File: src/rtl/bkram_sd_ctrl.sv
// Backup-RAM sequencer: moves the save image between the dual-port BRAM and the HPS SD
// sector interface (load, save, autosave, auto-load after download) and writes the format header.
module bkram_sd_ctrl #(
   parameter int          SECTORS   = 16,
   parameter int          FMT_WORDS = 4,
   parameter logic [63:0] FMT_HDR   = 64'h8010_8800_4D42_5548
) (
   input  logic        clk_sys,
   input  logic        reset_n,
   input  logic        bk_ena,
   input  logic        load_req,
   input  logic        save_req,
   input  logic        autosave_en,
   input  logic        osd_open,
   input  logic        mount_load,
   input  logic        format_req,
   input  logic        bram_wr,
   input  logic        sd_ack,
   output logic [31:0] sd_lba,
   output logic        sd_rd,
   output logic        sd_wr,
   output logic        fmt_we,
   output logic [1:0]  fmt_addr,
   output logic [15:0] fmt_data,
   output logic        busy,
   output logic        loading,
   output logic        pending
);

   localparam int LBA_W = $clog2(SECTORS);

   typedef enum logic [1:0] {
      S_IDLE = 2'd0,
      S_REQ  = 2'd1,
      S_XFER = 2'd2,
      S_FMT  = 2'd3
   } state_t;

   state_t             state_r;
   logic [LBA_W-1:0]   lba_r;
   logic               is_load_r;
   logic               load_q_r;
   logic               save_q_r;
   logic               fmt_q_r;
   logic               auto_q_r;
   logic               ack_q_r;

   logic               auto_cond_s;
   logic               load_trig_s;
   logic               save_trig_s;
   logic               fmt_trig_s;
   logic               ack_rise_s;
   logic               ack_fall_s;
   logic               idle_s;
   logic               start_load_s;
   logic               start_save_s;
   logic               start_fmt_s;
   logic               last_sec_s;
   logic               load_done_s;
   logic               fmt_end_s;
   logic               pend_set_s;

   function automatic logic [15:0] fmt_word(input logic [1:0] idx);
      return FMT_HDR[{idx, 4'b0000} +: 16];
   endfunction

   // Autosave fires once on the rising edge of "dirty and OSD open"
   assign auto_cond_s  = pending & osd_open & autosave_en;
   assign load_trig_s  = bk_ena & ((load_req & ~load_q_r) | mount_load);
   assign save_trig_s  = bk_ena & ((save_req & ~save_q_r) | (auto_cond_s & ~auto_q_r));
   assign fmt_trig_s   = format_req & ~fmt_q_r;
   assign ack_rise_s   = sd_ack & ~ack_q_r;
   assign ack_fall_s   = ~sd_ack & ack_q_r;

   assign idle_s       = (state_r == S_IDLE);
   assign start_load_s = idle_s & load_trig_s;
   assign start_save_s = idle_s & ~load_trig_s & save_trig_s;
   assign start_fmt_s  = idle_s & ~load_trig_s & ~save_trig_s & fmt_trig_s;
   assign last_sec_s   = (lba_r == LBA_W'(SECTORS - 1));
   assign load_done_s  = (state_r == S_XFER) & ack_fall_s & last_sec_s & is_load_r;
   assign fmt_end_s    = (state_r == S_FMT) & (fmt_addr == 2'(FMT_WORDS - 1));
   assign pend_set_s   = (bram_wr & bk_ena & ~osd_open) | fmt_end_s;

   assign sd_lba       = {{(32 - LBA_W){1'b0}}, lba_r};

   // Edge-detect history for level requests, autosave condition and sector ack
   always_ff @(posedge clk_sys or negedge reset_n) begin
      if (!reset_n) begin
         load_q_r <= 1'b0;
         save_q_r <= 1'b0;
         fmt_q_r  <= 1'b0;
         auto_q_r <= 1'b0;
         ack_q_r  <= 1'b0;
      end else begin
         load_q_r <= load_req;
         save_q_r <= save_req;
         fmt_q_r  <= format_req;
         auto_q_r <= auto_cond_s;
         ack_q_r  <= sd_ack;
      end
   end

   // Transfer / format sequencer with registered request outputs
   always_ff @(posedge clk_sys or negedge reset_n) begin
      if (!reset_n) begin
         state_r   <= S_IDLE;
         lba_r     <= '0;
         is_load_r <= 1'b0;
         sd_rd     <= 1'b0;
         sd_wr     <= 1'b0;
         busy      <= 1'b0;
         loading   <= 1'b0;
         fmt_we    <= 1'b0;
         fmt_addr  <= 2'd0;
         fmt_data  <= 16'd0;
      end else begin
         case (state_r)
            S_IDLE: begin
               if (start_load_s || start_save_s) begin
                  state_r   <= S_REQ;
                  busy      <= 1'b1;
                  lba_r     <= '0;
                  is_load_r <= start_load_s;
                  sd_rd     <= start_load_s;
                  sd_wr     <= start_save_s;
                  loading   <= start_load_s;
               end else if (start_fmt_s) begin
                  state_r  <= S_FMT;
                  busy     <= 1'b1;
                  fmt_we   <= 1'b1;
                  fmt_addr <= 2'd0;
                  fmt_data <= fmt_word(2'd0);
               end
            end
            S_REQ: begin
               if (ack_rise_s) begin
                  sd_rd   <= 1'b0;
                  sd_wr   <= 1'b0;
                  state_r <= S_XFER;
               end
            end
            S_XFER: begin
               if (ack_fall_s) begin
                  if (last_sec_s) begin
                     state_r <= S_IDLE;
                     busy    <= 1'b0;
                     loading <= 1'b0;
                  end else begin
                     lba_r   <= lba_r + LBA_W'(1);
                     sd_rd   <= is_load_r;
                     sd_wr   <= ~is_load_r;
                     state_r <= S_REQ;
                  end
               end
            end
            S_FMT: begin
               if (fmt_end_s) begin
                  fmt_we  <= 1'b0;
                  busy    <= 1'b0;
                  state_r <= S_IDLE;
               end else begin
                  fmt_addr <= fmt_addr + 2'd1;
                  fmt_data <= fmt_word(fmt_addr + 2'd1);
               end
            end
            default: begin
               state_r <= S_IDLE;
               sd_rd   <= 1'b0;
               sd_wr   <= 1'b0;
               busy    <= 1'b0;
               loading <= 1'b0;
               fmt_we  <= 1'b0;
            end
         endcase
      end
   end

   // Dirty flag: a set in the same cycle as a clear wins
   always_ff @(posedge clk_sys or negedge reset_n) begin
      if (!reset_n) begin
         pending <= 1'b0;
      end else if (pend_set_s) begin
         pending <= 1'b1;
      end else if (start_save_s || load_done_s) begin
         pending <= 1'b0;
      end
   end

endmodule

File: config.mk
export PLATFORM = sky130hd
export DESIGN_NAME = bkram_sd_ctrl
export DESIGN_NICKNAME = d
export VERILOG_FILES = /design/src/rtl/bkram_sd_ctrl.sv
export SDC_FILE = /design/constraint.sdc
export NUM_CORES = 1
export LEC_CHECK = 0
export ABC_CLOCK_PERIOD_IN_PS = 2400
export BUFFER_PORTS_ARGS = -buffer_cell sky130_fd_sc_hd__buf_2
export CORE_UTILIZATION = 49
export CTS_CLUSTER_DIAMETER = 200
export DETAILED_ROUTE_END_ITERATION = 10
export PLACE_DENSITY_LB_ADDON = 0.1
export SLEW_MARGIN = 0
export SYNTH_ARGS = -nofsm -noshare
export SYNTH_HDL_FRONTEND = slang
export SYNTH_SLANG_ARGS = --single-unit
File: constraint.sdc
create_clock -name clk_sys -period 2.4 [get_ports clk_sys]
set_clock_uncertainty 0.2 [all_clocks]
set_input_delay 0.72 -clock clk_sys [delete_from_list [all_inputs] [get_ports clk_sys]]
set_output_delay 0.72 -clock clk_sys [all_outputs]
set_load 0.005 [all_outputs]
After elaboration in Yosys (flattened, before gate mapping) --
Index checks and enable logic that the tools add are counted.
Storage, ports and cells: flip-flop bits (word level) 36, output and inout bits 56, word-level logic and storage cells 123
Operators by class: $add $sub $neg 2, equal/unequal tests 15, shifts and indexed selects 1, muxes and demuxes 39, bitwise logic cells 34, reductions and logical operators 16
Operators with widths (count):
- $shiftx A64 B7 Y16 const A | 1
- $mux W16 | 3
- $pmux W16 S2 | 1
- $and A1 B1 Y1 | 21
- $reduce_and A4 Y1 | 5
- $mux W1 | 16
- $mux W2 | 8
- $ne A2 B2 Y1 const B | 7
- $mux W4 | 3
- $not A1 Y1 | 10
- $reduce_and A5 Y1 | 2
- $pmux W1 S3 | 3
- $pmux W2 S4 | 1
- $pmux W4 S2 | 1
- $eq A2 B2 Y1 const B | 3
- $reduce_bool A2 Y1 | 3
- $reduce_bool A3 Y1 | 2
- $add A4 B1 Y4 const B | 1
- $eq A4 B4 Y1 const B | 1
- $ne A2 B1 Y1 const B | 2
- $pmux W1 S2 | 2
- $pmux W2 S2 | 1
- $ne A3 B1 Y1 const B | 1
- $or A1 B1 Y1 | 3
- 5 further kinds | 6

Logic depth before layout (Yosys ltp) --
Gate-level depths: netlist of the first run.
depth after elaboration 11, gate-level depth with buffers 8, depth with buffers taken out 7

Least setup slack after synthesis of the first run --
Ideal clock, no wire load.
path type input to register, start input port load_req, end register sd_rd, setup time 0.125 ns, data arrival time 1.817 ns, slack 0.258 ns, stages on the path 5, path buffers 0, path through nor2b_2 nor3b_2 a21bo_2 nor4_4 mux2_2
Between the ends: cells in the longest elaborated chain, start to end 9, elaborated cells between the ends (all ways) 12
Ends and longest elaborated chain:
- from (decl) | RTL line 11 | input logic load_req,
- $and A1 B1 Y1 (*) | RTL line 69 | assign load_trig_s = bk_ena & ((load_req & ~load_q_r) | mount_load);
- $or A1 B1 Y1 (*) | RTL line 69
- $and A1 B1 Y1 (*) | RTL line 69
- $not A1 Y1 | RTL line 77 | assign start_save_s = idle_s & ~load_trig_s & save_trig_s;
- $and A1 B1 Y1 (2 in a row) | RTL line 77
- $logic_or A1 B1 Y1 | RTL line 119 | if (start_load_s || start_save_s) begin
- $ne A2 B1 Y1 (no source line)
- $reduce_and A5 Y1 (no source line)
- to (signal assigned) | RTL line 124 | sd_rd <= start_load_s;
- to (signal assigned) | RTL line 150 | sd_rd <= is_load_r;
- to (decl) | RTL line 20 | output logic sd_rd,
Every way passes the cells marked *; elsewhere a longest branch is shown, timed or not. The select of a mux whose other input is x is not followed. A chain may end at the register's enable or synchronous reset.

Worst setup path in the final report of the first run --
start register state_r[0], end register sd_rd
Between the ends: cells in the longest elaborated chain, start to end 6, elaborated cells between the ends (all ways) 15
Ends and longest elaborated chain:
- from (decl) | RTL line 39 | state_t state_r;
- from (signal assigned) | RTL line 106 | state_r <= S_IDLE;
- from (signal assigned) | RTL line 120 | state_r <= S_REQ;
- from (signal assigned) | RTL line 128 | state_r <= S_FMT;
- $logic_not A2 Y1 | RTL line 75, 117
- $and A1 B1 Y1 (2 in a row) | RTL line 77
- $logic_or A1 B1 Y1 | RTL line 119
- $ne A2 B1 Y1 (no source line)
- $reduce_and A5 Y1 (no source line)
Parallel ways exist; a longest one is shown, timed or not. The select of a mux whose other input is x is not followed.

==> results by group, run 1 <==
Setup path
  • CP max stage delay: 0.43 ns
  • Critical path required time: 2.42 ns
  • R2r worst-path depth: 6
  • Startpoint types: register
  • Worst Path Max Fanout: 7
  • CP startpoint: state_r[0]
  • End of the critical path: sd_rd
  • CP Class: reg2reg
  • Flop2flop setup slack: 0.13 ns
  • Crit end category: register
  • Worst path arrival time: 2.29 ns
  • CP max-delay cell: dfrtp_1
  • Reg-to-Reg Start: state_r[0]
  • Cell Chain, Critical Path: inv_1 -> ha_1 -> nor3b_4 -> a21bo_2 -> nor4_4 -> mux2_2
  • Worst R2R End: sd_rd

Clocking
  • Buffer depth of the longest clock path: 2
  • CTS tree: built
  • Root Driver: clkbuf_4
  • Inserted Clock Buffers: 3
  • Skew-Pair Late Insertion Delay: 0.32 ns
  • CTS Sinks: 25
  • Post-CTS Hold Fix Bufs: 0
  • CTS clk-pin slew, worst paths: 0.14 ns
  • CTS H-tree lvls: 1

Logic synthesis
  • Synth area leader: dfrtp_1
  • Cell Area, Synth: 1720 um2
  • Synth Register Bits: 25
  • FFs w/ async S/R, synth: 100%
  • Cell variety after synth: 40
  • Seq/Total Area, Yosys: 36.5%
  • Synthesized netlist cell count: 182
  • Top FF cell, synth: dfrtp_1
  • Most instantiated library cell after synthesis: buf_4
  • Synth warn: 0
  • Synth top area cells: dfrtp_1, buf_4, ha_1
  • Syn_area_per_cell: 9.43 um2
  • Synth top cells by count: buf_4, dfrtp_1, o21ai_0, inv_1, nand2_1
  • Yosys top cell area share: 36.5%
  • Post-synth EDFFs: 0

Global route
  • Global routing usage on met1: 25.2%
  • First-pass GRT wire length: 5040 um
  • GRT busiest layer: met2
  • Initial antenna violation count: 0
  • Met3 Usage GRT: 2.52%
  • GRT Resource Usage Total: 18.7%
  • Global route overflow: 0
  • Met2 global-route usage: 29.8%
  • Vias in the first global route: 1128
  • Pin count of the biggest net entering global routing: 26

Routing
  • Post-DR wirelength/cell: 11.6 um
  • 1st-iter DRT viols: 34
  • Pre-antenna DRT Iters: 4
  • Final wirelength: 3030 um
  • Via density: 4.71
  • Vias after detailed routing: 1229
  • Antenna-violating nets left: 0
  • DR DRC count: 0

STA
  • Tcrit/Tclk final: 94.4%
  • F_max: 0.441 GHz
  • Fin crit period: 2.27 ns
  • Setup violations, final: 0
  • RSZ-0062 raised after global routing: false
  • Setup TNS: 0 ns
  • Final Hold Fails: 0
  • Max Slew Vio Count: 0
  • Worst hold slack: 0.169 ns
  • Relative slew slack: 62.6%
  • Least-Margin Pin Slew: 0.562 ns

Placed design
  • DP Wirelength: 2420 um
  • Placed instance area: 1790 um2
  • RD Place Congestion: 0.815
  • PortBufs: 32

Die
  • Row Count: 21
  • Die Ht: 61.2 um
  • Die Span X: 61.2 um
  • Initial Util: 51.4%
  • Core footprint: 3340 um2
  • # IOs: 67
  • Die area: 3740 um2

Flow run
  • Maxcap violations: 0

Finish
  • Multi-input logic area: 871 um2
  • Area delta synth->final: 6.56%
  • Share of layout cells above drive strength 1: 26.0%
  • FF+latch area: 626 um2
  • Final instance area: 1830 um2
  • Antenna cell count: 0
  • Nets: 237
  • Fill cells: 322

Worst hold path
  • Hold Crit Class: in2async

Run status
  • Status: complete, no violations

Power
  • Maximum vdd drop: 0.404 mV
  • Cell Pwr Density: 1030 nW/um2
  • Static Leak: 0.909 nW
-- where the power goes --
| group | switching, mW | total, mW | internal [mW] |
|---|---|---|---|
| clock network | 0.127 | 0.190 | 0.0623 |
| registers | 0.113 | 0.666 | 0.554 |
| logic | 0.547 | 1.03 | 0.480 |
-- metal layers --
| metal | vias up | part of all wire [%] | wire length, um |
|---|---|---|---|
| met4 | 0 | 1.2 | 37 |
| met1 | 560 | 47 | 1410 |
| met3 | 4 | 4.9 | 149 |
| met5 | - | 0 | 0 |
| met2 | 48 | 47 | 1430 |
| li1 | 617 | - | - |
-- sequential cells by signal (all words and copies together), names as in the netlist, 2 cells and up --
name,count
fmt_data,5
fmt_addr,2
lba_r,4
state_r,2
-- cells by family after synthesis --
family                     Yosys count  synth area share [%]
muxes                                6                  3.72
adders and majority gates           10                  7.29
xor gates and xnor gates             1                 0.511
buffers and inverters               53                  20.7
and+or+nand+nor                     47                  16.4
AOI/OAI and AO/OA                   39                  14.7
DFF                                 25                  36.5
other                                1                 0.219
-- area by class of cell --
class                           instances  share of cell area (%)
Clock inverter                          1                   0.274
Clock buffer                            3                    1.23
Timing Repair Buffer                   38                    11.2
Multi-Input combinational cell        137                    47.6
Tap cell                               46                    3.15
Inverter                               11                    2.26
Sequential cell                        25                    34.2
-- cells in the final DEF (no fill, tap or decap), types with 2 or more instances in the layout --
master    count
nand2_1      11
clkbuf_4      3
buf_2        32
o41ai_1       2
inv_1        11
ha_1         10
dfrtp_1      25
a31o_2        2
a31oi_1       2
nand3_1       6
a21oi_1       5
nand3b_1      5
buf_4         6
mux2i_1       3
o21ai_0      17
o211ai_1      2
nand2b_1      6
mux2_2        2
nor2b_1       4
conb_1       34
nor2_1        6
-- worst min-delay path by stage --
stage	from	depth (start not counted)	slack, ns	end
3_3_place_gp	fmt_data[4]	2	0.29	fmt_data[4]
4_1_cts	reset_n	1	0.18	lba_r[1]
6_report	reset_n	1	0.17	save_q_r
5_1_grt	reset_n	1	0.18	save_q_r
2_1_floorplan	reset_n	0	0.22	ack_q_r
3_5_place_dp	busy	2	0.29	busy
-- stage by stage --
| stage | cells | worst slack (ns) | power [mW] | util, % |
|---|---|---|---|---|
| floorplan | 215 | 0.258 | 1.45 | - |
| global placement | 257 | 0.0627 | 1.67 | 53.6 |
| detailed placement | 257 | 0.0298 | 1.70 | 53.6 |
| CTS | 261 | 0.0567 | 1.90 | 54.4 |
| global route | 261 | 0.00179 | 2.11 | 54.8 |
| finish | 261 | 0.135 | 1.88 | 54.8 |
-- what timing repair did --
item	CTS	global route
buffers inserted	0	0
resized for setup	0	2
setup endpoints to repair	0	6
-- critical path: cells and delay by family, from the launching register on --
family	cells	cell delay [ns]
AOI/OAI and AO/OA	1	0.27
adders and majority gates	1	0.30
buffers and inverters	1	0.11
and+or+nand+nor	2	0.49
muxes	1	0.37
DFF	1	0.43
No activity file was read; power rests on OpenSTA's default activity.
==> run 2: changes to the inputs <==
Settings changed: ABC_AREA set to 1, CORE_UTILIZATION 49 to 48.
==> run 2 against run 1 <==
Effect of this change:
- clock power is 4% higher
- synthesized cell count is 16% higher
- count of clock-buffer cells in the layout stayed put
- largest power group unchanged
- cell area is 3.5% lower
- worst setup slack better by 0.35 ns
- register-to-register slack better by 0.35 ns
- utilization is 2.3 points lower
- global-route usage is 3.1 points lower
- die area is 0.59% higher
- critical path depth is 2 higher
- final cell count is 10% higher
- critical endpoint unchanged
==> results by group, run 2 <==
STA
  • Setup TNS: 0 ns (unchanged)
  • Relative slew slack: 63.0% (+0.47 points)
  • Fin crit period: 1.91 ns (-0.351 ns)
  • Least-Margin Pin Slew: 0.555 ns (-0.00704 ns)
  • Final Hold Fails: 0 (unchanged)
  • Tcrit/Tclk final: 79.8% (-15 points)
  • F_max: 0.522 GHz (+18%)
  • Max Slew Vio Count: 0 (unchanged)
  • Setup violations, final: 0 (unchanged)
  • RSZ-0062 raised after global routing: false

Finish
  • Top reg by flops: fmt_data
  • Final instance area: 1760 um2 (-3.5%)
  • Antenna cell count: 0 (unchanged)
  • Area delta synth->final: 4.37%
  • Max reg flops: 5 (unchanged)
  • FF+latch area: 626 um2 (unchanged)
  • Nets: 263 (+11%)
  • Multi-input logic area: 801 um2 (-8.0%)
  • Commonest non-fill, non-tap cell in the layout: nand2_1
  • Most frequent cells in the layout: nand2_1, conb_1, buf_2
  • Share of layout cells above drive strength 1: 19.9% (-6.1 points)
  • Top Registers: fmt_data: 5 flops, lba_r: 4 flops
  • Fill cells: 352 (+9.3%)
  • Post-Route Utilization: 52.5% (-2.3 points)
  • Non-filler cells, final: 287 (+10%)

Logic synthesis
  • Cell variety after synth: 23 (-43%)
  • Synth warn: 0 (unchanged)
  • Synthesized netlist cell count: 212 (+16%)
  • Top FF cell, synth: dfrtp_1
  • Synth area leader: dfrtp_1
  • FFs w/ async S/R, synth: 100% (unchanged)
  • Most instantiated library cell after synthesis: nand2_1
  • Syn_area_per_cell: 7.97 um2 (-15%)
  • Synth Register Bits: 25 (unchanged)
  • Seq/Total Area, Yosys: 37.0% (+0.54 points)
  • Cell Area, Synth: 1690 um2 (-1.5%)
  • Synth top cells by count: nand2_1, buf_4, dfrtp_1, inv_1, nand3_1
  • Post-synth EDFFs: 0 (unchanged)
  • Yosys top cell area share: 37.0% (+0.54 points)
  • Synth top area cells: dfrtp_1, buf_4, nand2_1

Setup path
  • Worst path arrival time: 1.95 ns (-0.34 ns)
  • Critical path required time: 2.44 ns (+0.02 ns)
  • CP Class: reg2reg
  • Startpoint types: register
  • Worst Path Max Fanout: 8 (+1)
  • Reg-to-Reg Start: state_r[0]
  • Flop2flop setup slack: 0.49 ns (+0.35 ns)
  • CP startpoint: state_r[0]
  • Crit end category: register

Global route
  • GRT busiest layer: met2
  • First-pass GRT wire length: 4280 um (-15%)
  • Vias in the first global route: 991 (-12%)
  • Met3 Usage GRT: 2.52% (unchanged)
  • Initial antenna violation count: 0 (unchanged)
  • Met2 global-route usage: 24.5% (-5.3 points)
  • Pin count of the biggest net entering global routing: 26 (unchanged)
  • GRT Resource Usage Total: 15.6% (-3.1 points)
  • Global route overflow: 0 (unchanged)
  • Global routing usage on met1: 21.3% (-3.9 points)

Routing
  • Post-DR wirelength/cell: 9.28 um (-20%)
  • 1st-iter DRT viols: 40 (+18%)
  • Final wirelength: 2660 um (-12%)
  • DR DRC count: 0 (unchanged)
  • Antenna-violating nets left: 0 (unchanged)
  • Vias after detailed routing: 1211 (-1.5%)
  • Pre-antenna DRT Iters: 4 (unchanged)
  • Via density: 4.22 (-10%)

Clocking
  • CTS clk-pin slew, worst paths: 0.15 ns (about the same)
  • CTS H-tree lvls: 1 (unchanged)
  • Root Driver: clkbuf_4
  • Skew-Pair Late Insertion Delay: 0.33 ns (about the same)
  • CTS Sinks: 25 (unchanged)
  • Inserted Clock Buffers: 3 (unchanged)
  • CTS tree: built
  • Post-CTS resize count: 0 (unchanged)
  • Post CTS Setup Buffer Count: 0 (unchanged)
  • Buffer depth of the longest clock path: 2 (unchanged)
  • Post-CTS Hold Fix Bufs: 0 (unchanged)

Placed design
  • RD Place Congestion: 0.770 (-5.5%)
  • Placed Instances: 283 (+10%)
  • DP Wirelength: 2100 um (-13%)
  • PortBufs: 32 (unchanged)
  • Placed instance area: 1730 um2 (-3.0%)

Power
  • Tot Pwr: 1.68 mW (-11%)
  • Static Leak: 1.02 nW (+12%)
  • Cell Pwr Density: 954 nW/um2 (-7.4%)
  • Maximum vdd drop: 0.477 mV (+18%)

Die
  • Initial Util: 50.3% (-1.1 points)
  • Core footprint: 3360 um2 (+0.79%)
  • Die Ht: 61.3 um (+0.29%)
  • # IOs: 67 (unchanged)
  • Die Span X: 61.3 um (+0.29%)
  • Row Count: 21 (unchanged)
  • Die area: 3760 um2 (+0.59%)

Flow run
  • Maxcap violations: 0 (unchanged)

Run status
  • Status: complete, no violations

Worst hold path
  • Hold Crit Class: in2async
==> run 2: cell count changes in the layout (fill, tap and decap cells not counted), sizes merged, moves of 4 or more <==
cell and change:
nand2 +49, nand3 +14, inv +13, nand2b -7
buf -6, nor2b -5, o21ai -5, nand3b -4
==> run 2: logic make-up after synthesis <==
logic type	count (synthesis)	synth area share [%]
AO/OA/AOI/OAI	19	6.66
XOR/XNOR	2	1.04
adder cells (fa/ha/maj)	10	7.40
buffers and inverters	64	22.9
flip-flops	25	37.0
other	1	0.222
AND/OR/NAND/NOR	91	24.7
==> run 2: per-layer routing <==
layer | routed length, um | vias up
met5 | 0 | -
met4 | 24 | 0
met3 | 108 | 4
met2 | 1200 | 32
met1 | 1330 | 530
li1 | - | 645
==> run 2: cell type report <==
cell class                 instances  area share (%)
clock inverter                     1           0.426
clock buffer                       3            1.28
tap                               46            3.26
inverter                          24            5.11
sequential                        25            35.5
timing repair buffer              32            9.08
multi-input combinational        156            45.4
==> run 2: where the power goes <==
part | internal, mW | switching (mW)
Combinational | 0.331 | 0.528
Clock | 0.0638 | 0.133
Sequential | 0.540 | 0.0856
Total | 0.936 | 0.747
==> run 2: path summary, 6_finish.rpt <==
path / to / cells past startpoint
max: sd_rd / 8
min: fmt_data[11] / 1
min reg2reg: fmt_data[1] / 2
max reg2reg: sd_rd / 8
max in group asynchronous: ack_q_r / 1
min in group clk_sys: fmt_data[1] / 2
==> run 2: critical path: stages, from the launching register on <==
cell	delay [ns]
dfrtp_1	0.46
inv_1	0.13
ha_1	0.39
inv_2	0.11
nor2_1	0.17
nor2_1	0.06
nand2_1	0.08
a21oi_2	0.05
o21ai_0	0.19
==> run 2: metrics by stage <==
| step | setup WS, ns | hold slack, ns |
|---|---|---|
| floorplan | 0.674 | 0.224 |
| detailed placement | 0.446 | 0.253 |
| global route | 0.299 | 0.172 |
| finish | 0.486 | 0.154 |
| global placement | 0.454 | 0.250 |
| CTS | 0.480 | 0.170 |
